File: src/rtl/guess_round_ctrl.sv
// Guess-the-number round controller that drives the seven-segment display inputs.
// Optional feature macro: GUESS_HINT_EN adds the too-low/too-high HINT display state.
module guess_round_ctrl #(
  parameter int unsigned MAX_VALUE   = 9999,
  parameter int unsigned MAX_SCORE   = 7,
  parameter int unsigned WIN_CODE    = 56,
  parameter int unsigned HOLD_CYCLES = 50_000_000,
  parameter logic [15:0] SEED        = 16'hACE1
) (
  input  logic        clk,
  input  logic        reset,
  input  logic        btn_up,
  input  logic        btn_down,
  input  logic        btn_submit,
  output logic [15:0] displayNumber,
  output logic [3:0]  displayScore,
  output logic        round_win,
  output logic [13:0] target_dbg
);

  localparam int          HW        = (HOLD_CYCLES > 1) ? $clog2(HOLD_CYCLES) : 1;
  localparam logic [HW-1:0] HOLD_LAST = HW'(HOLD_CYCLES - 1);
  localparam logic [13:0] MAXV      = 14'(MAX_VALUE);
  localparam logic [13:0] WC        = 14'(WIN_CODE);
  localparam logic [13:0] WC_M1     = 14'(WIN_CODE - 1);
  localparam logic [13:0] WC_P1     = 14'(WIN_CODE + 1);
  localparam logic [3:0]  MAXS      = 4'(MAX_SCORE);
  localparam logic [15:0] DISP_WIN  = 16'(WIN_CODE);

  localparam logic [2:0] S_INIT  = 3'd0;
  localparam logic [2:0] S_GUESS = 3'd1;
  localparam logic [2:0] S_CHECK = 3'd2;
  localparam logic [2:0] S_WIN   = 3'd3;
  localparam logic [2:0] S_HINT  = 3'd4;
  localparam logic [2:0] S_DONE  = 3'd5;

  logic [2:0]    state_q, state_d;
  logic [15:0]   lfsr_q, lfsr_d;
  logic [13:0]   guess_q, guess_d;
  logic [13:0]   target_q, target_d;
  logic [3:0]    score_q, score_d;
  logic [HW-1:0] hold_q, hold_d;
  logic [15:0]   disp_q, disp_d;
  logic          win_q, win_d;

  logic [13:0]   cand, guess_inc, guess_dec;
  logic          cand_ok, hold_done;

  // Fibonacci LFSR, taps 16,14,13,11; free-running in every state
  assign lfsr_d    = {lfsr_q[14:0], lfsr_q[15] ^ lfsr_q[13] ^ lfsr_q[12] ^ lfsr_q[10]};
  assign cand      = lfsr_q[13:0];
  assign cand_ok   = (cand <= MAXV) && (cand != WC);
  assign hold_done = (hold_q == HOLD_LAST);

  // Stepping skips WIN_CODE so the player can never display "YAY" as a guess
  always_comb begin
    if (guess_q == MAXV)       guess_inc = 14'd0;
    else if (guess_q == WC_M1) guess_inc = WC_P1;
    else                       guess_inc = guess_q + 14'd1;

    if (guess_q == 14'd0)      guess_dec = MAXV;
    else if (guess_q == WC_P1) guess_dec = WC_M1;
    else                       guess_dec = guess_q - 14'd1;
  end

  always_comb begin
    state_d  = state_q;
    guess_d  = guess_q;
    target_d = target_q;
    score_d  = score_q;
    hold_d   = hold_q;
    win_d    = 1'b0;
    case (state_q)
      S_INIT: begin
        if (cand_ok) begin
          target_d = cand;
          guess_d  = 14'd0;
          state_d  = S_GUESS;
        end
      end
      S_GUESS: begin
        if (btn_submit)             state_d = S_CHECK;
        else if (btn_up && !btn_down) guess_d = guess_inc;
        else if (btn_down && !btn_up) guess_d = guess_dec;
      end
      S_CHECK: begin
        hold_d = '0;
        if (guess_q == target_q) begin
          state_d = S_WIN;
          win_d   = 1'b1;
          if (score_q < MAXS) score_d = score_q + 4'd1;
        end else begin
`ifdef GUESS_HINT_EN
          state_d = S_HINT;
`else
          state_d = S_GUESS;
`endif
        end
      end
      S_WIN: begin
        if (hold_done) begin
          hold_d  = '0;
          state_d = (score_q == MAXS) ? S_DONE : S_INIT;
        end else begin
          hold_d = hold_q + 1'b1;
        end
      end
`ifdef GUESS_HINT_EN
      S_HINT: begin
        if (hold_done) begin
          hold_d  = '0;
          state_d = S_GUESS;
        end else begin
          hold_d = hold_q + 1'b1;
        end
      end
`endif
      S_DONE: ;
      default: state_d = S_INIT;
    endcase
  end

  // Display follows the next state so it updates on the same edge as the state
  always_comb begin
    disp_d = 16'd0;
    case (state_d)
      S_GUESS, S_CHECK: disp_d = {2'b00, guess_d};
      S_WIN, S_DONE:    disp_d = DISP_WIN;
`ifdef GUESS_HINT_EN
      S_HINT:           disp_d = (guess_d < target_d) ? 16'd1 : 16'd7;
`endif
      default:          disp_d = 16'd0;
    endcase
  end

  always_ff @(posedge clk) begin
    if (reset) begin
      state_q  <= S_INIT;
      lfsr_q   <= SEED;
      guess_q  <= '0;
      target_q <= '0;
      score_q  <= '0;
      hold_q   <= '0;
      disp_q   <= '0;
      win_q    <= 1'b0;
    end else begin
      state_q  <= state_d;
      lfsr_q   <= lfsr_d;
      guess_q  <= guess_d;
      target_q <= target_d;
      score_q  <= score_d;
      hold_q   <= hold_d;
      disp_q   <= disp_d;
      win_q    <= win_d;
    end
  end

  assign displayNumber = disp_q;
  assign displayScore  = score_q;
  assign round_win     = win_q;
  assign target_dbg    = target_q;

endmodule

File: config.mk
export PLATFORM = sky130hd
export DESIGN_NAME = guess_round_ctrl
export DESIGN_NICKNAME = d
export VERILOG_FILES = /design/src/rtl/guess_round_ctrl.sv
export SDC_FILE = /design/constraint.sdc
export NUM_CORES = 1
export LEC_CHECK = 0
export BUFFER_PORTS_ARGS = -buffer_cell sky130_fd_sc_hd__buf_4
export CORE_MARGIN = 2
export CORE_UTILIZATION = 35
export DETAILED_ROUTE_END_ITERATION = 8
export GPL_ROUTABILITY_DRIVEN = 0
export GPL_TIMING_DRIVEN = 0
export MAX_ROUTING_LAYER = met4
export PLACE_DENSITY = 0.61
export SLEW_MARGIN = 20
export SYNTH_ARGS = -nofsm -noshare
export SYNTH_HDL_FRONTEND = slang
export SYNTH_SLANG_ARGS = --single-unit
File: constraint.sdc
create_clock -name clk -period 3.2 [get_ports clk]
set_input_delay 0.16 -clock clk [delete_from_list [all_inputs] [get_ports clk]]
set_output_delay 0.16 -clock clk [all_outputs]
set_load 0.01 [all_outputs]
==> flow_metrics.tcl, run 1 <==
set metrics [dict create \
    grt_pass1_vias 4517 \
    cp-start-kind "register" \
    die_w_um 122.0 \
    finalCriticalPeriod_ps 2903 \
    use_met1_pct 25.47 \
    viasPerCell 5.863 \
    status "finished clean" \
    die_y_um 122.0 \
    gr-usage-met3_pct 4.869 \
    p_total_mw 2.758 \
    timing.critical_path.from "guess_q[0]" \
    cp_slowest_cell "a2111oi_2" \
    htreeDepth 3 \
    final.setup.tns_ps 0 \
    leakagePower_nw 2.195 \
    cpMostUsedCell "o21ai_1" \
    worst_hold_path_type "input port to register" \
    grt_pass1_wl_um 23300 \
    timing.fmax_ghz 0.3445 \
    crit_chain "inv_1, ha_1, or4b_1, a2111oi_2, o21ai_1, a221oi_1, o21ai_1, and3_1" \
    clk_latency_ps 360 \
    fp.dieArea_um2 14880 \
    powerDensity_nw_per_um2 486.3 \
    critPathBufInv 1 \
    antenna_left 0 \
    cts_buffer_depth 2 \
    overflow 0 \
    maxCapViolCount 0 \
    synth_top_cell_by_area "dfxtp_1" \
    rsz0062_at_grt "false" \
    wl_per_cell_um 17.78 \
    critPathMaxStageDelay_ps 690 \
    netlist_top_cells_area "dfxtp_1 38%, nor2_1 4.1%, xor2_1 3.4%" \
    peakVddDrop_mv 0.3281 \
    n_antenna_cell 0 \
    cts_made_buffers 9 \
    crit_required_ps 3450 \
    ios 40 \
    syn-cell-area_um2 4872 \
    synth_edf_count 0 \
    path_max_fanout 9 \
    arrival_ps 3150 \
    worst_pin_slew_ps 838.2 \
    cp-end-kind "register" \
    grt_antenna_before_repair 0 \
    dp_hpwl_um 10500 \
    r2r_end "displayNumber[6]" \
    yosys.area.top_type_share_pct 37.80 \
    cp_top_family "compound AO/OA/AOI/OAI gates" \
    cts_tree "done" \
    syn_inst 578 \
    cts_setup_buffers 0 \
    whs_ps 178.7 \
    path_class "register to register" \
    slew_headroom_pct 43.86 \
    r2r_start "guess_q[0]" \
    finalClockSkew_ps 9.291 \
    finalMaxSlewViolations 0 \
    yosysWarnings 0 \
    synth_seq_area_share_pct 37.80 \
    cp_num_cells 8 \
    grt_max_degree 17 \
    layout.nets 637 \
    async_reset_ff_share_pct 0 \
    std_cell_rows 43 \
    setup_viol 0 \
    drt_iter0_drc 484 \
    synth_seq_cells 92 \
    core_area_um2 13720 \
    initial_core_util_pct 35.51 \
    grt_usage_pct 20.58 \
    port_buffers 36 \
    synth.avg_cell_area_um2 8.429 \
    r2r_cells 8 \
    drc 0 \
    path_clk_slew_ps 70 \
    synth.distinct_cells 67 \
    vias 4755 \
    hold_violations 0 \
    period_share_pct 90.70 \
    reg2reg_slack_ps 300 \
    grt.met2_usage_pct 31.98 \
    synth.most_common_cell "dfxtp_1" \
    top_usage_layer "met2" \
    crit_path_end "displayNumber[6]" \
    drive_above_1_share_pct 12.36 \
    clock-root-buffer "clkbuf_16" \
    wl_um 14420 \
    holdBufCountCts 0 \
    drt-pass1-iter-count 5 \
    synth_common_cells "92 x dfxtp_1, 53 x nor2_1, 37 x nand2_1" \
    synthFlopType "dfxtp_1" \
    clkSinkCount 92 \
    syn2layout_area_growth_pct 16.41 \
    cts_resized 0 \
]
[state kept, by name, summed over array words and instances, names as in the netlist]
| signal | count |
|---|---|
| displayNumber | 14 |
| round_win | 1 |
| state_q | 3 |
| displayScore | 4 |
| guess_q | 14 |
| hold_q | 26 |
| target_dbg | 14 |
| lfsr_q | 16 |
[power by group]
part	leakage [nW]	internal [mW]	total (mW)	switching, mW
clock network	0.145	0.615	1.11	0.497
registers	0.748	1.19	1.23	0.0446
logic	1.30	0.159	0.413	0.254
[layout by cell type, fill, tap and decap left out, drive strengths merged, types with 9 or more instances in the layout]
cell type and count:
dfxtp 92, a21o 9, nor2b 13, nand2 38, xor2 19, a311oi 11
a21oi 31, and3 9, a31oi 14, clkbuf 40, nor4 27, buf 43
inv 11, nor3 26, o21ai 30, nand3 24, mux2i 15, or2 9
nor2 53, nand4 15
[through the flow]
step / cells / setup slack, ps / instance area, µm² / util (%)
finish: 811 / 297.5 / 5672 / 41.34
global route: 811 / 145.1 / 5672 / 41.34
CTS: 811 / 337.1 / 5672 / 41.34
detailed placement: 795 / 356.6 / 5371 / 39.15
global placement: 795 / 341.6 / 5371 / 39.15
floorplan: 579 / 873.5 / 4876 / -
[layout make-up]
type / instances / area, µm²
buffer: 37 / 150.1
clock buffer: 10 / 229.0
clock inverter: 6 / 71.32
fill: 1385 / 8048
inverter: 9 / 33.78
multi-input combinational: 441 / 2850
sequential: 92 / 1842
tap: 180 / 225.2
timing repair buffer: 36 / 270.3
[routing by layer]
layer | share of wire [%] | up-vias | routed length (µm)
met4 | 3.2 | 0 | 460
met3 | 7.5 | 43 | 1084
li1 | - | 2246 | -
met1 | 43 | 2234 | 6222
met5 | 0 | - | 0
met2 | 46 | 232 | 6652
[worst min path at each step]
stage | depth (start not counted) | startpoint | end | slack (ps)
after global placement | 1 | lfsr_q[14] | lfsr_q[15] | 390
final | 3 | reset | lfsr_q[0] | 180
after global routing | 3 | reset | lfsr_q[0] | 210
after CTS | 3 | reset | lfsr_q[0] | 170
after floorplan | 2 | reset | lfsr_q[0] | 320
after detailed placement | 1 | lfsr_q[14] | lfsr_q[15] | 400
[tightest hold or removal path, delay by kind of cell]
family | cells | cell delay [ps]
buffers and inverters | 2 | 250
AND/OR/NAND/NOR | 1 | 90
[kinds of logic after synthesis]
kind of cell	Yosys count	synth area share, %
flops	92	37.80
mux	15	3.082
xor+xnor	25	4.494
simple gates	257	29.99
fa+ha+maj	6	1.541
compound gates	136	19.24
other cells	1	0.07697
buf+inv	46	3.775
Power figures use the tool's default switching activity.
==> run 2, diff against run 1 <==
CORE_UTILIZATION = 46   (was 35)
PLACE_DENSITY = 0.74   (was 0.61)
==> run 2 against run 1 <==
- critical path depth stayed put
- cell count decreased by 5.4%
- clock power fell by 21%
- core utilization is 12 points higher
- combinational power fell by 1%
- final area decreased by 2.4%
- sequential share of layout area up 0.79 points
- critical path type unchanged
- clock skew grew 7.8 ps
- maximum frequency grew 3.8%
- via count up 0.25%
- global-route usage increased by 3.9 points
==> flow_metrics.tcl, run 2 (synthesized netlist as in run 1, its figures left out) <==
set metrics [dict create \
    hold_violations 0 \
    dp_cells 751 \
    grt_usage_pct 24.53 \
    largest-register "hold_q" \
    crit_chain "inv_1, ha_1, or4b_1, a2111oi_2, o21ai_1, a221oi_1, o21ai_1, and3_1" \
    fp.dieArea_um2 11430 \
    wl_met1_um 5577 \
    final_util_pct 53.64 \
    min_delay_path_depth 3 \
    finalCriticalPeriod_ps 2796 \
    drt_iter0_drc 389 \
    path_class "register to register" \
    layoutNonFillerInstCount 767 \
    htreeDepth 3 \
    dr_wl_met2_um 6258 \
    cp-end-kind "register" \
    arrival_ps 3070 \
    layout.nets 637 \
    wl_um 13400 \
    dp_hpwl_um 9784 \
    cts_tree "done" \
    layout_commonest_cell "dfxtp_1" \
    port_buffers 36 \
    cts_resized 0 \
    critPathBufInv 1 \
    period_share_pct 87.39 \
    finalMaxSlewViolations 0 \
    wl_met3_um 1064 \
    cp-start-kind "register" \
    rsz0062_at_grt "false" \
    slew_headroom_pct 44.23 \
    wl_per_cell_um 17.47 \
    die_y_um 106.9 \
    reg2reg_slack_ps 400 \
    final_cell_mix "92 x dfxtp_1, 53 x nor2_1, 38 x buf_4, 37 x nand2_1, 31 x a21oi_1" \
    finalClockSkew_ps 17.09 \
    peakVddDrop_mv 0.2249 \
    cp_slowest_cell "a2111oi_2" \
    ios 40 \
    cp_top_family "compound AO/OA/AOI/OAI gates" \
    overflow 0 \
    antenna_left 0 \
    syn2layout_area_growth_pct 13.66 \
    r2r_end "displayNumber[6]" \
    fillerInstances 973 \
    worst_pin_slew_ps 832.7 \
    initial_core_util_pct 47.19 \
    drc 0 \
    cpMostUsedCell "o21ai_1" \
    leakagePower_nw 2.163 \
    powerDensity_nw_per_um2 454.4 \
    grt_max_degree 20 \
    cts_setup_buffers 0 \
    largest_register_ffs 26 \
    clock-root-buffer "clkbuf_8" \
    cts_made_buffers 9 \
    viasPerCell 6.215 \
    holdPathEnd "lfsr_q[0]" \
    worst_hold_path_type "input port to register" \
    holdBufCountCts 0 \
    path_clk_slew_ps 100 \
    final.setup.tns_ps 0 \
    maxCapViolCount 0 \
    die_w_um 106.9 \
    timing.fmax_ghz 0.3576 \
    drive_above_1_share_pct 12.52 \
    std_cell_rows 37 \
    status "finished clean" \
    setup_viol 0 \
    grt_pass1_wl_um 21920 \
    grt_antenna_before_repair 0 \
    path_max_fanout 9 \
    r2r_start "guess_q[0]" \
    min_from "reset" \
    critPathMaxStageDelay_ps 640 \
    vias 4767 \
    top_regs "hold_q (26), lfsr_q (16)" \
    core_area_um2 10320 \
    clkSinkCount 92 \
    clk_latency_ps 370 \
    crit_required_ps 3470 \
    drt-pass1-iter-count 5 \
    grt_pass1_vias 4454 \
    cts_buffer_depth 2 \
    n_antenna_cell 0 \
    highest_layer "met4" \
    r2r_cells 8 \
    p_total_mw 2.517 \
]
-- run 2: layout make-up --
type	count	area, µm²	share of cell area, %
Inverter	9	33.78	0.6100
Multi-Input combinational cell	441	2850	51.47
Tap cell	136	170.2	3.073
Buffer	37	150.1	2.711
Clock inverter	7	97.59	1.762
Sequential cell	92	1842	33.26
Clock buffer	9	123.9	2.237
Timing Repair Buffer	36	270.3	4.880
-- run 2: worst max-delay path by stage --
stage               start                to  slack (ps)  depth (start not counted)
3_3_place_gp   guess_q[0]  displayNumber[6]         450                          8
2_1_floorplan  guess_q[0]  displayNumber[6]         870                          8
5_1_grt        guess_q[4]   displayScore[1]         250                          7
6_report       guess_q[0]  displayNumber[6]         400                          8
3_5_place_dp   guess_q[1]  displayNumber[6]         470                          8
4_1_cts        guess_q[1]  displayNumber[6]         450                          8
-- run 2: routing by layer --
layer  vias up  GRT usage [%]
met4         0          12.15
met5         -              -
li1       2250              -
met1      2206          29.61
met3        51          5.350
met2       260          38.85
-- run 2: worst register-to-register path: stages (launching register included) --
cell and delay (ps):
dfxtp_1 460, inv_1 140, ha_1 210, or4b_1 490, a2111oi_2 640, o21ai_1 150, a221oi_1 290, o21ai_1 120
and3_1 200
-- run 2: power breakdown --
part / internal [mW] / switching, mW
Sequential: 1.19 / 0.0427
Combinational: 0.159 / 0.249
Clock: 0.390 / 0.487
-- run 2: per-stage QoR --
stage | setup slack (ps) | cell area, µm² | hold slack (ps)
2_1_floorplan | 873.5 | 4876 | 315.2
3_3_place_gp | 445.4 | 5316 | 392.4
3_5_place_dp | 468.5 | 5316 | 394.2
4_1_cts | 447.0 | 5538 | 125.6
5_1_grt | 254.1 | 5538 | 180.9
6_report | 403.5 | 5538 | 152.6
